===== src/rtl/banco_reg_escrita.sv =====
// banco_reg_escrita: write side of the register bank.
//
// Accepts writes over a valid/ready handshake, decodes the address to a
// one-hot enable and updates a DEPTH x WIDTH register array that is exported
// flat to the read muxes. A one-cycle clear_req starts a DEPTH-cycle bulk clear
// that zeroes one register per cycle. Committed writes are counted mod 2^16.
//
// Ports:
//   clk_i        clock, all state on the rising edge
//   rst_ni       asynchronous active-low reset
//   wr_valid_i   write request valid
//   wr_ready_o   write can be accepted this cycle (IDLE and no clear_req)
//   wr_addr_i    target register index
//   wr_data_i    write data
//   clear_req_i  request to zero every register
//   busy_o       clear sequence in progress
//   wr_onehot_o  one-hot enable of the last committed write, one cycle wide
//   q_o          flattened register contents, reg i at [i*WIDTH +: WIDTH]
//   wr_count_o   committed write count, wraps modulo 2^16
module banco_reg_escrita #(
    parameter int unsigned WIDTH    = 32,
    parameter int unsigned DEPTH    = 32,
    parameter int unsigned ADDR_W   = 5,
    parameter bit          ZERO_REG = 1'b1
) (
    input  logic                   clk_i,
    input  logic                   rst_ni,
    input  logic                   wr_valid_i,
    output logic                   wr_ready_o,
    input  logic [ADDR_W-1:0]      wr_addr_i,
    input  logic [WIDTH-1:0]       wr_data_i,
    input  logic                   clear_req_i,
    output logic                   busy_o,
    output logic [DEPTH-1:0]       wr_onehot_o,
    output logic [DEPTH*WIDTH-1:0] q_o,
    output logic [15:0]            wr_count_o
);

    typedef enum logic {StIdle, StClear} state_e;

    localparam logic [ADDR_W-1:0] LastIdx = ADDR_W'(DEPTH - 1);

    state_e                        state_q, state_d;
    logic   [ADDR_W-1:0]           cnt_q, cnt_d;
    logic   [DEPTH-1:0][WIDTH-1:0] regs_q, regs_d;
    logic   [DEPTH-1:0]            onehot_q, onehot_d;
    logic   [15:0]                 count_q, count_d;
    logic   [DEPTH-1:0]            dec;
    logic                          commit;

    assign wr_ready_o  = (state_q == StIdle) && !clear_req_i;
    assign commit      = wr_valid_i && wr_ready_o;
    assign busy_o      = (state_q == StClear);
    assign wr_onehot_o = onehot_q;
    assign q_o         = regs_q;
    assign wr_count_o  = count_q;

    // Address decoder gated by the commit; a hardwired-zero register 0 never
    // gets an enable, so it keeps its reset value of 0 forever.
    always_comb begin
        dec = '0;
        if (commit) begin
            dec[wr_addr_i] = 1'b1;
        end
        if (ZERO_REG) begin
            dec[0] = 1'b0;
        end
    end

    always_comb begin
        state_d  = state_q;
        cnt_d    = cnt_q;
        regs_d   = regs_q;
        onehot_d = dec;
        count_d  = count_q;

        if (commit) begin
            count_d = count_q + 16'd1;
        end

        for (int i = 0; i < int'(DEPTH); i++) begin
            if (dec[i]) begin
                regs_d[i] = wr_data_i;
            end
        end

        unique case (state_q)
            StIdle: begin
                if (clear_req_i) begin
                    state_d = StClear;
                    cnt_d   = '0;
                end
            end
            StClear: begin
                // commit is impossible here (wr_ready_o is low), so no conflict
                regs_d[cnt_q] = '0;
                cnt_d         = cnt_q + 1'b1;
                if (cnt_q == LastIdx) begin
                    state_d = StIdle;
                    cnt_d   = '0;
                end
            end
            default: begin
                state_d = StIdle;
                cnt_d   = '0;
            end
        endcase
    end

    always_ff @(posedge clk_i or negedge rst_ni) begin
        if (!rst_ni) begin
            state_q  <= StIdle;
            cnt_q    <= '0;
            regs_q   <= '0;
            onehot_q <= '0;
            count_q  <= '0;
        end else begin
            state_q  <= state_d;
            cnt_q    <= cnt_d;
            regs_q   <= regs_d;
            onehot_q <= onehot_d;
            count_q  <= count_d;
        end
    end

endmodule


===== config.mk =====
export PLATFORM = sky130hd
export DESIGN_NAME = banco_reg_escrita
export DESIGN_NICKNAME = d
export VERILOG_FILES = /design/src/rtl/banco_reg_escrita.sv
export SDC_FILE = /design/constraint.sdc
export NUM_CORES = 2
export LEC_CHECK = 0
export BUFFER_PORTS_ARGS = -buffer_cell sky130_fd_sc_hd__buf_2
export CORE_AREA = 2 2 429 431
export CTS_CLUSTER_DIAMETER = 100
export DETAILED_ROUTE_END_ITERATION = 8
export DIE_AREA = 0 0 431 433
export PLACE_DENSITY_LB_ADDON = 0.08
export SKIP_CTS_REPAIR_TIMING = 1
export SLEW_MARGIN = 10
export SYNTH_ARGS = -nofsm -noshare
export SYNTH_HDL_FRONTEND = slang
export SYNTH_SLANG_ARGS = --single-unit

===== constraint.sdc =====
create_clock -name clk_i -period 2.05 [get_ports clk_i]
set_input_delay 0 -clock clk_i [delete_from_list [all_inputs] [get_ports clk_i]]
set_output_delay 0 -clock clk_i [all_outputs]
set_load 0.01 [all_outputs]

==> metrics.md <==
| Metric | Value |
|---|---|
| Final WS setup | `-0.04167 ns` |
| Number of synthesized flops with an enable pin | `0` |
| Worst Setup Start Kind | `flip-flop` |
| Cells after Synth | `4659` |
| WL/cell | `29.29 um` |
| Initial antenna violation count | `16` |
| Crit path capture type | `flip-flop` |
| Largest net degree at the start of global routing | `106` |
| Post-synthesis cell area | `between 40000 and 50000 sq um` |
| Post-synthesis async set-or-reset flop share | `100.0%` |
| Reg2reg end | `q_o[446]` |
| Hold wc startpoint | `wr_data_i[30]` |
| Final TNS setup | `-0.7081 ns` |
| Total GRT Usage | `about a quarter` |
| Area after DPL | `52840 sq um` |
| Wirelength, routed | `242400 um` |
| I/O pin total | `1115` |
| Post-synth top cells | `1884 x nand2_1, 1077 x dfrtp_1, 928 x a21oi_1, 288 x clkbuf_1, 107 x buf_2` |
| CTS buffer count | `138` |
| Syn_area_per_cell | `9.181 sq um` |
| # setup viols final | `41` |
| Nets in the synthesized netlist | `4706` |
| DRC Markers | `0` |
| Rel. slew slack | `between 40% and 50%` |
| Iteration-0 DRC Markers | `between 3000 and 4000` |
| DR pass1 iterations | `5` |
| Startpoint of the worst-slack reg-to-reg timing path | `busy_o` |
| Worst hold path class | `primary input to flip-flop` |
| Worst vdd ir | `657.1 uV` |
| # fillers | `19040` |
| Ranking of synthesized cells by area | `dfrtp_1 63%, nand2_1 17%, a21oi_1 11%` |
| Final Skew | `~0.022 ns` |
| Core area | `roughly 180000 sq um` |
| Final Cycle Share | `102.0%` |
| CTS root buf | `clkbuf_16` |
| Worst path arrival time | `2.74 ns` |
| Critical Path RT | `2.70 ns` |
| GP Congestion | `slightly below 0.8` |
| Sequential area share after synthesis | `63.01%` |
| Pwr dens | `928.3 nW/um^2` |
| Max-slew violation count | `0` |
| RSZ-0062 raised after global routing | `true` |
| Port Buffer Count | `approximately 1100` |
| DIE WIDTH | `approximately 430 um` |
| Flops & latches, synth | `1077` |
| Run status | `finished, violations left` |
| Share of the synthesized area in the top cell type | `63.01%` |
| Initial Utilization | `a little under a quarter` |
| DIE HEIGHT | `433 um` |
| FMAX | `0.4781 GHz` |
| Synth cell types | `43` |
| Synth area leader | `dfrtp_1` |
| Clk pin slew, worst setup/hold paths | `0.06 ns` |
| Num Clock Sinks | `1077` |
| Vias in the first global route | `~37000` |
| Synth Flop Type | `dfrtp_1` |
| Final hold violation count | `0` |
| Final Power | `~0.055 W` |
| Slew @ Worst Pin | `0.8110 ns` |
| Post-route minimum period | `2.092 ns` |
| Synthesis warning total | `0` |
| CTS max path bufs | `3` |
| Remaining antenna violation count | `0` |
| R2R setup slack | `-0.04 ns` |
| First-pass GRT wire length | `between 300000 and 400000 um` |
| Vias | `38240` |
| Grt total ovfl | `0` |
| WHS Path Cells | `4` |
| CP max FO | `8` |
| Post-layout nets | `about 5800` |
| Row cnt | `157` |
| Clock latency on the worst-skew pair | `0.79 ns` |
| DR vias/cell | `roughly 4.6` |
| Count leader, synth | `nand2_1` |
| Synth-to-Final Area Change | `37.53%` |
| Detailed Place HPWL | `155900 um` |
| Die area | `186600 sq um` |
| H-Tree Depth | `4` |
| Lkg Pwr | `29.47 nW` |
| Share of cells above drive strength 1 | `28.80%` |
| Maxcap violations | `0` |
| End of the worst hold path | `q_o[254]` |
| FF-to-FF path depth | `6` |
| Post-route cell area | `58830 sq um` |
| Crit Path Class | `flip-flop to flip-flop` |
| CTS tree | `done` |
| Failing checks | `negative setup slack` |
| Dpl ws | `-0.1149 ns` |
-- critical path, stage by stage (launching register included) --
cell and delay [ns]:
dfrtp_1 0.39, or4b_4 0.55, buf_8 0.17, or3_4 0.47
clkbuf_16 0.24, nand2_1 0.07, a21oi_1 0.06
-- cells in the final DEF, fill, tap and decap left out, types with 5 or more instances in the layout --
master / count
ha_1: 6
a21oi_2: 19
nand2_2: 25
buf_2: 1112
inv_1: 11
buf_4: 101
and4_1: 6
or3_4: 5
clkbuf_16: 165
dfrtp_1: 1077
nand3_1: 7
clkbuf_1: 32
and2_2: 18
and2_1: 45
a21oi_1: 910
nor2_1: 77
nand2_4: 6
bufinv_16: 6
nor3_4: 6
xnor2_1: 9
nand2_1: 1853
inv_6: 10
buf_12: 123
buf_6: 10
mux2i_1: 64
clkbuf_8: 32
xor2_1: 8
clkinv_2: 16
nand3_2: 6
dlygate4sd3_1: 43
-- metal layers --
metal | global-route usage [%] | vias up | routed length (um)
li1 | - | 17150 | -
met1 | 30.07 | 19430 | 98120
met2 | 40.17 | 1357 | 118200
met3 | 5.887 | 308 | 16250
met4 | 9.727 | 0 | 9800
met5 | 0 | - | 0
-- power breakdown --
group	leakage [nW]	total, W	switching [W]	internal [W]
Clock	2.23	0.0247	0.0101	0.0147
Sequential	15.0	0.0227	0.000578	0.0222
Combinational	12.2	0.00713	0.00504	0.00209
-- worst max-delay path by stage --
stage	start	to	slack (ns)
6_report	busy_o	q_o[446]	-0.04
5_1_grt	busy_o	q_o[278]	-0.11
4_1_cts	busy_o	wr_ready_o	-0.19
3_5_place_dp	busy_o	q_o[661]	-0.11
3_3_place_gp	busy_o	q_o[645]	-0.07
2_1_floorplan	busy_o	q_o[258]	0.02
-- sequential cells by signal, summed over array words and instances (netlist names) --
signal,cells
wr_onehot_o,31
cnt_q,5
wr_count_o,16
busy_o,1
q_o,1024
-- final cells by class --
class	count	area, sq um	share of cell area [%]
Clock buffer	207	4139	7.036
Clock inverter	34	381.6	0.6487
Sequential cell	1077	26950	45.81
Tap cell	2385	2984	5.073
Inverter	23	123.9	0.2106
Timing Repair inverter	1	16.27	0.02765
Antenna cell	3	7.507	0.01276
Multi-Input combinational cell	3127	14230	24.19
Timing Repair Buffer	1417	9995	16.99
-- cells by family after synthesis --
kind of cell / count (synthesis) / synth area share [%]
other cells: 1 / 0.008767
flops: 1077 / 63.01
xor+xnor: 17 / 0.3481
compound gates: 934 / 10.95
buf+inv: 455 / 4.557
simple gates: 2104 / 19.43
fa+ha+maj: 6 / 0.1755
mux: 65 / 1.524
-- stage by stage --
step | hold slack, ns | util (%) | std cells
CTS | -0.9790 | 31.50 | 8194
floorplan | -0.2956 | - | 4659
global placement | -0.09274 | 29.02 | 7953
finish | 0.1629 | 32.31 | 8274
detailed placement | -0.09156 | 29.02 | 7953
global route | 0.1270 | 32.30 | 8273
Note: power is estimated with default switching activity, not from simulation.
